File: src/rtl/regfile_scoreboard_pkg.sv
// Shared constants for the integer register file / scoreboard and the control-word layout
// used by the writeback stage.
package regfile_scoreboard_pkg;

  localparam int unsigned XLEN      = 32;
  localparam int unsigned REG_COUNT = 32;
  localparam int unsigned AW        = $clog2(REG_COUNT);

  localparam logic [AW-1:0] REG_X0 = AW'(0);

  // Control word {rf_wb, wb_src[1:0], pc_src, rd[4:0]} bit positions
  localparam int unsigned CW_W          = 9;
  localparam int unsigned CW_RD_LSB     = 0;
  localparam int unsigned CW_RD_MSB     = 4;
  localparam int unsigned CW_PC_SRC_BIT = 5;
  localparam int unsigned CW_WB_SRC_LSB = 6;
  localparam int unsigned CW_WB_SRC_MSB = 7;
  localparam int unsigned CW_RF_WB_BIT  = 8;

  typedef struct packed {
    logic          rf_wb;
    logic [1:0]    wb_src;
    logic          pc_src;
    logic [AW-1:0] rd;
  } ctrl_word_t;

endpackage

File: src/rtl/regfile_scoreboard_bank.sv
// Register storage: one write port, two combinational read ports with optional
// same-cycle write-through and x0 hard-wired to zero.
module regfile_scoreboard_bank
  import regfile_scoreboard_pkg::*;
#(
  parameter int unsigned XLEN      = regfile_scoreboard_pkg::XLEN,
  parameter int unsigned REG_COUNT = regfile_scoreboard_pkg::REG_COUNT,
  parameter bit          BYPASS    = 1'b1
) (
  input  logic                         clk,
  input  logic                         rst,
  input  logic                         we_i,
  input  logic [$clog2(REG_COUNT)-1:0] waddr_i,
  input  logic [XLEN-1:0]              wdata_i,
  input  logic [$clog2(REG_COUNT)-1:0] raddr1_i,
  input  logic [$clog2(REG_COUNT)-1:0] raddr2_i,
  output logic [XLEN-1:0]              rdata1_o,
  output logic [XLEN-1:0]              rdata2_o
);

  localparam int unsigned    AW = $clog2(REG_COUNT);
  localparam logic [AW-1:0] X0 = AW'(REG_X0);

  logic [XLEN-1:0] regs_q [REG_COUNT];

  always_ff @(posedge clk) begin
    if (rst) begin
      for (int i = 0; i < int'(REG_COUNT); i++) regs_q[i] <= '0;
    end else if (we_i && (waddr_i != X0)) begin
      regs_q[waddr_i] <= wdata_i;
    end
  end

  always_comb begin
    rdata1_o = regs_q[raddr1_i];
    if (raddr1_i == X0) begin
      rdata1_o = '0;
    end else if (BYPASS && we_i && (waddr_i == raddr1_i)) begin
      rdata1_o = wdata_i;
    end
  end

  always_comb begin
    rdata2_o = regs_q[raddr2_i];
    if (raddr2_i == X0) begin
      rdata2_o = '0;
    end else if (BYPASS && we_i && (waddr_i == raddr2_i)) begin
      rdata2_o = wdata_i;
    end
  end

endmodule

File: src/rtl/regfile_scoreboard.sv
// Architectural RV32I register file with a per-register pending-write scoreboard that
// raises RAW/WAW stalls to decode and flags unmatched writeback/kill events.
module regfile_scoreboard
  import regfile_scoreboard_pkg::*;
#(
  parameter int unsigned XLEN      = regfile_scoreboard_pkg::XLEN,
  parameter int unsigned REG_COUNT = regfile_scoreboard_pkg::REG_COUNT,
  parameter bit          BYPASS    = 1'b1
) (
  input  logic                         clk,
  input  logic                         rst,
  input  logic                         wb_rf_wb,
  input  logic [$clog2(REG_COUNT)-1:0] wb_rd,
  input  logic [XLEN-1:0]              wb_data,
  input  logic [$clog2(REG_COUNT)-1:0] rs1_addr,
  input  logic [$clog2(REG_COUNT)-1:0] rs2_addr,
  output logic [XLEN-1:0]              rs1_data,
  output logic [XLEN-1:0]              rs2_data,
  input  logic                         issue_valid,
  input  logic                         issue_rf_wb,
  input  logic [$clog2(REG_COUNT)-1:0] issue_rd,
  input  logic                         kill_valid,
  input  logic [$clog2(REG_COUNT)-1:0] kill_rd,
  output logic                         stall,
  output logic                         sb_error
);

  localparam int unsigned    AW = $clog2(REG_COUNT);
  localparam logic [AW-1:0] X0 = AW'(REG_X0);

  logic [REG_COUNT-1:0] pending_q, pending_d;
  logic [REG_COUNT-1:0] wb_clr, k_clr, pend_eff, set_vec;
  logic                 sb_error_q, sb_error_d;
  logic                 stall_c;

  regfile_scoreboard_bank #(
    .XLEN      (XLEN),
    .REG_COUNT (REG_COUNT),
    .BYPASS    (BYPASS)
  ) u_bank (
    .clk      (clk),
    .rst      (rst),
    .we_i     (wb_rf_wb),
    .waddr_i  (wb_rd),
    .wdata_i  (wb_data),
    .raddr1_i (rs1_addr),
    .raddr2_i (rs2_addr),
    .rdata1_o (rs1_data),
    .rdata2_o (rs2_data)
  );

  // Same-cycle writeback/kill release the hazard before the stall is evaluated
  always_comb begin
    wb_clr  = '0;
    k_clr   = '0;
    set_vec = '0;
    if (wb_rf_wb && (wb_rd != X0))     wb_clr[wb_rd] = 1'b1;
    if (kill_valid && (kill_rd != X0)) k_clr[kill_rd] = 1'b1;
    pend_eff = pending_q & ~wb_clr & ~k_clr;
    stall_c  = issue_valid && (pend_eff[rs1_addr] || pend_eff[rs2_addr] ||
                               (issue_rf_wb && pend_eff[issue_rd]));
    if (issue_valid && !stall_c && issue_rf_wb && (issue_rd != X0)) set_vec[issue_rd] = 1'b1;
    pending_d  = pend_eff | set_vec;
    sb_error_d = sb_error_q | (|((wb_clr | k_clr) & ~pending_q));
  end

  always_ff @(posedge clk) begin
    if (rst) begin
      pending_q  <= '0;
      sb_error_q <= 1'b0;
    end else begin
      pending_q  <= pending_d;
      sb_error_q <= sb_error_d;
    end
  end

  assign stall    = stall_c;
  assign sb_error = sb_error_q;

endmodule

File: config.mk
export PLATFORM = sky130hd
export DESIGN_NAME = regfile_scoreboard
export DESIGN_NICKNAME = d
export VERILOG_FILES = /design/src/rtl/regfile_scoreboard_pkg.sv /design/src/rtl/regfile_scoreboard_bank.sv /design/src/rtl/regfile_scoreboard.sv
export SDC_FILE = /design/constraint.sdc
export NUM_CORES = 2
export LEC_CHECK = 0
export BUFFER_PORTS_ARGS = -buffer_cell sky130_fd_sc_hd__clkbuf_2
export CAP_MARGIN = 20
export CORE_ASPECT_RATIO = 1.1
export CORE_MARGIN = 5
export CORE_UTILIZATION = 50
export DETAILED_ROUTE_END_ITERATION = 10
export GPL_ROUTABILITY_DRIVEN = 0
export PLACE_DENSITY = 0.63
export SKIP_LAST_GASP = 1
export SLEW_MARGIN = 20
export SYNTH_ARGS = -nofsm -noshare
export SYNTH_HDL_FRONTEND = slang
export SYNTH_SLANG_ARGS = --single-unit
File: constraint.sdc
create_clock -name clk -period 4.96 [get_ports clk]
set_input_delay 0.744 -clock clk [delete_from_list [all_inputs] [get_ports clk]]
set_output_delay 0.744 -clock clk [all_outputs]
set_load 0.03 [all_outputs]
==> out/summary.md <==
The fmax was 0.2292 GHz; the met2 track utilization from global routing was 54.26%. The final design instance area without fill is 65640 µm². The logs give 0 for the total setup buffers inserted after CTS and 8 for the number of optimization iterations in the first detailed-route pass. The tools report the count of final max-slew check failures as 0. The transition at the pin with the smallest max-transition slack is 1.051 ns, and the area growth from synthesis to layout is 11.74%.

Setup repair after global routing left no endpoint under its margin. In this run the power density over the cells is 338.1 nW/µm². The tools report the number of placement rows as 132.

The dominant cell type by count on the critical path is sky130_fd_sc_hd__mux4_2. Detailed placement ended at an HPWL of 117700 µm. The flip-flop and latch count after synthesis was 1057; the final setup violation count was 0. The tools report the area of the die as 124400 µm². The most common library cell in the layout ignoring fill and taps is sky130_fd_sc_hd__edfxtp_1.

The synthesized design contains 1024 enable-type register cells. The tools report the worst setup slack before clock tree synthesis as 0.5779 ns. For the worst setup path, the data required time is 4.22 ns. The overall track demand over capacity in global routing is 33.33%, and the area of the mapped netlist is 58740 µm². Across the run, the number of max-cap violations was 0.

Grouping stages by cell kind, the critical path spends the most delay in buffers and inverters. The wire length reported by the detailed router was 208100 µm; the largest voltage drop on the vdd net was 0.0002685 V. The critical path contains buffers and inverters numbering 3 combined.

After synthesis, the share of flip-flops with an asynchronous set or reset is 0%. The most used routing layer in global routing was met2. For this run, global-route usage on met1 was measured as 44.06%. The class of the worst hold path is input port to flop. The number of input and output port buffers inserted works out to 128. TritonCTS built the clock tree.

The floorplan step defined a core boundary enclosing 117300 µm². For this run, the slowest stage of the critical path takes 0.54 ns. The die width is 336.8 µm, and the depth of the CTS H-tree is 3. Counting the buffers created by CTS gives 111. Final design utilization: 55.98%. Across all layers, the routed design uses 38240 vias.

Worst setup skew after layout: 0.01340 ns. The critical path goes through buf_8 -> buf_4 -> mux4_2 -> mux4_2 -> a21oi_1 -> a211oi_1 -> clkbuf_2. Along the worst path, the maximum fanout reaches 38. The total count of hold-check failures in the final report came out at 0. The tools report the top-level port count as 129. After detailed routing, the number of remaining DRC violations is 0.

The library cells used most frequently in the layout, excluding fill and tap cells, are sky130_fd_sc_hd__edfxtp_1, sky130_fd_sc_hd__and2_1, sky130_fd_sc_hd__mux4_2. The initial utilization of the core area, before any placement, comes to 50.09%. Number of DRC markers after the initial detailed-route iteration: 5622. The tree is rooted in a sky130_fd_sc_hd__clkbuf_16. Kind of start point of the critical path: an input port. The run gives 290400 µm as the global-route wire length before repair. The tools report the endpoint type of the worst setup path as an output port.

Hold repair after CTS inserted 0 buffers. For this run, global-route usage on met3 was measured as 6.249%. The headroom to the max-slew limit is 29.64%. The synthesized instance count is 3842.

The slowest stage of the critical path belongs to the cell sky130_fd_sc_hd__mux4_2. In this run the register-to-register setup slack is 2.18 ns. For this design the static power due to leakage is 0.02215 µW. The kind of critical path was input port to output port. Summing internal, switching and leakage power gives 22190 µW.

The post-detailed-placement cell area was 61960 µm². The via density per instance was 6.960; the largest net degree at the start of global routing was 84. The flow ran to the end, and the final reports show no timing, DRC or antenna violations. In the final layout, the share of cells above drive strength 1 is 30.42%. The via count of the first global-routing pass is 37830, and the count of synthesis-stage warnings from yosys is 0. The clock passes through at most 3 buffers. For the worst setup path, the data arrival time is 3.62 ns. The detailed-route wire length per cell was 37.87 µm.

The sum of overflow across all layers after global routing is 0. The number of antenna-violating nets in the routed design was 0; the aggregate negative setup slack was 0 ns. The run gives 0 as the count of cells resized by post-cts repair.

The primary flip-flop cell chosen by synthesis mapping was sky130_fd_sc_hd__edfxtp_1. The final period utilization came out at 87.96%. Clock-pin slew was measured on the worst setup and hold paths at 0.07 ns. In the final design database the tool counted 3912 nets.

The number of antenna violations at the first check in global routing was 19; the floorplan die height was 369.5 µm. For the finished layout, the period the worst path requires is 4.363 ns. Clock latency on the worst-skew pair, taken at its later pin, is 0.72 ns. The share of the Yosys chip area taken by registers is 53.47%. Clock tree synthesis found a total of 1057 sinks. In this run the mean area of a mapped cell was 15.29 µm². Once routing completed, OpenROAD measured the worst setup slack at 0.5973 ns.

After synthesis, the netlist uses 74 different library cells.
[worst reg2reg max path: stages (launching register included)]
cell and delay [ns]:
sky130_fd_sc_hd__dfxtp_1 0.50, sky130_fd_sc_hd__or4b_2 0.61, sky130_fd_sc_hd__a221oi_1 0.25, sky130_fd_sc_hd__a211oi_1 0.11, sky130_fd_sc_hd__o211ai_2 0.11, sky130_fd_sc_hd__o211ai_2 0.15, sky130_fd_sc_hd__o31ai_4 0.21, sky130_fd_sc_hd__buf_4 0.49
sky130_fd_sc_hd__o32ai_1 0.20
[final cells by class]
| class | count | area [µm²] |
|---|---|---|
| Clock inverter | 69 | 708.2 |
| Tap cell | 1541 | 1928 |
| Timing Repair Buffer | 293 | 2434 |
| Fill cell | 9173 | 51620 |
| Multi-Input combinational cell | 2374 | 26170 |
| Clock buffer | 136 | 2914 |
| Sequential cell | 1057 | 31410 |
| Antenna cell | 13 | 32.53 |
| Inverter | 12 | 46.29 |
[state kept, by name (all words and copies together), names as in the netlist]
signal	count
pending_q	32
u_bank.regs_q	1024
sb_error	1
[cells by family (layout without fill, tap and decap cells)]
logic type,count (synthesis),in the layout,share of synthesized area (%)
simple gates,1310,1310,13.54
other cells,1,45,0.006384
xor+xnor,11,11,0.1640
mux,726,726,25.67
buf+inv,442,510,3.146
flops,1057,1057,53.47
compound gates,295,295,4.004
[synth_stat cells (all sizes together) (4+ instances only)]
library cell	number	area [µm²]
clkbuf	312	1171
buf	118	631.9
and2	995	6225
nor2b	24	150.1
nand3	34	170.2
nand3b	6	45.04
edfxtp	1024	30750
mux2	4	45.04
o21ai	34	170.2
o221ai	33	319.1
a211oi	93	703.2
mux2i	98	980.9
inv	9	33.78
nor3	14	75.07
o22ai	21	131.4
nor4	7	43.79
a221oi	9	97.59
or3	37	231.5
a22oi	30	225.2
nand4bb	6	83.83
a21oi	24	120.1
o32ai	4	35.03
o211ai	5	47.54
nor2	105	394.1
dfxtp	33	660.6
o31ai	30	384.1
xor2	8	70.07
mux4	624	14050
nand4b	6	80.08
nand2b	14	87.58
nor3b	5	37.54
nand2	37	138.9
[per-layer routing]
metal	share of wire [%]	vias up
met5	0	-
met4	5.0	0
met3	10	566
met1	36	19990
li1	-	15040
met2	49	2648
[path summary, 6_finish.rpt]
kind | cells after the start | start | to
max | 7 | rs1_addr[0] | rs1_data[11]
min | 2 | rst | pending_q[0]
max reg2reg | 8 | pending_q[24] | pending_q[17]
min reg2reg | 1 | pending_q[0] | pending_q[0]
[per-stage QoR]
step	hold slack (ns)	instances
4_1_cts	0.3866	5481
3_3_place_gp	0.4862	5276
3_5_place_dp	0.4874	5276
5_1_grt	0.4405	5483
2_1_floorplan	0.4615	3873
6_report	0.4191	5495
[power breakdown]
part | switching, µW | internal [µW]
Combinational | 1850 | 1300
Sequential | 251 | 10300
Clock | 3660 | 4840
Power figures use the tool's default switching activity.
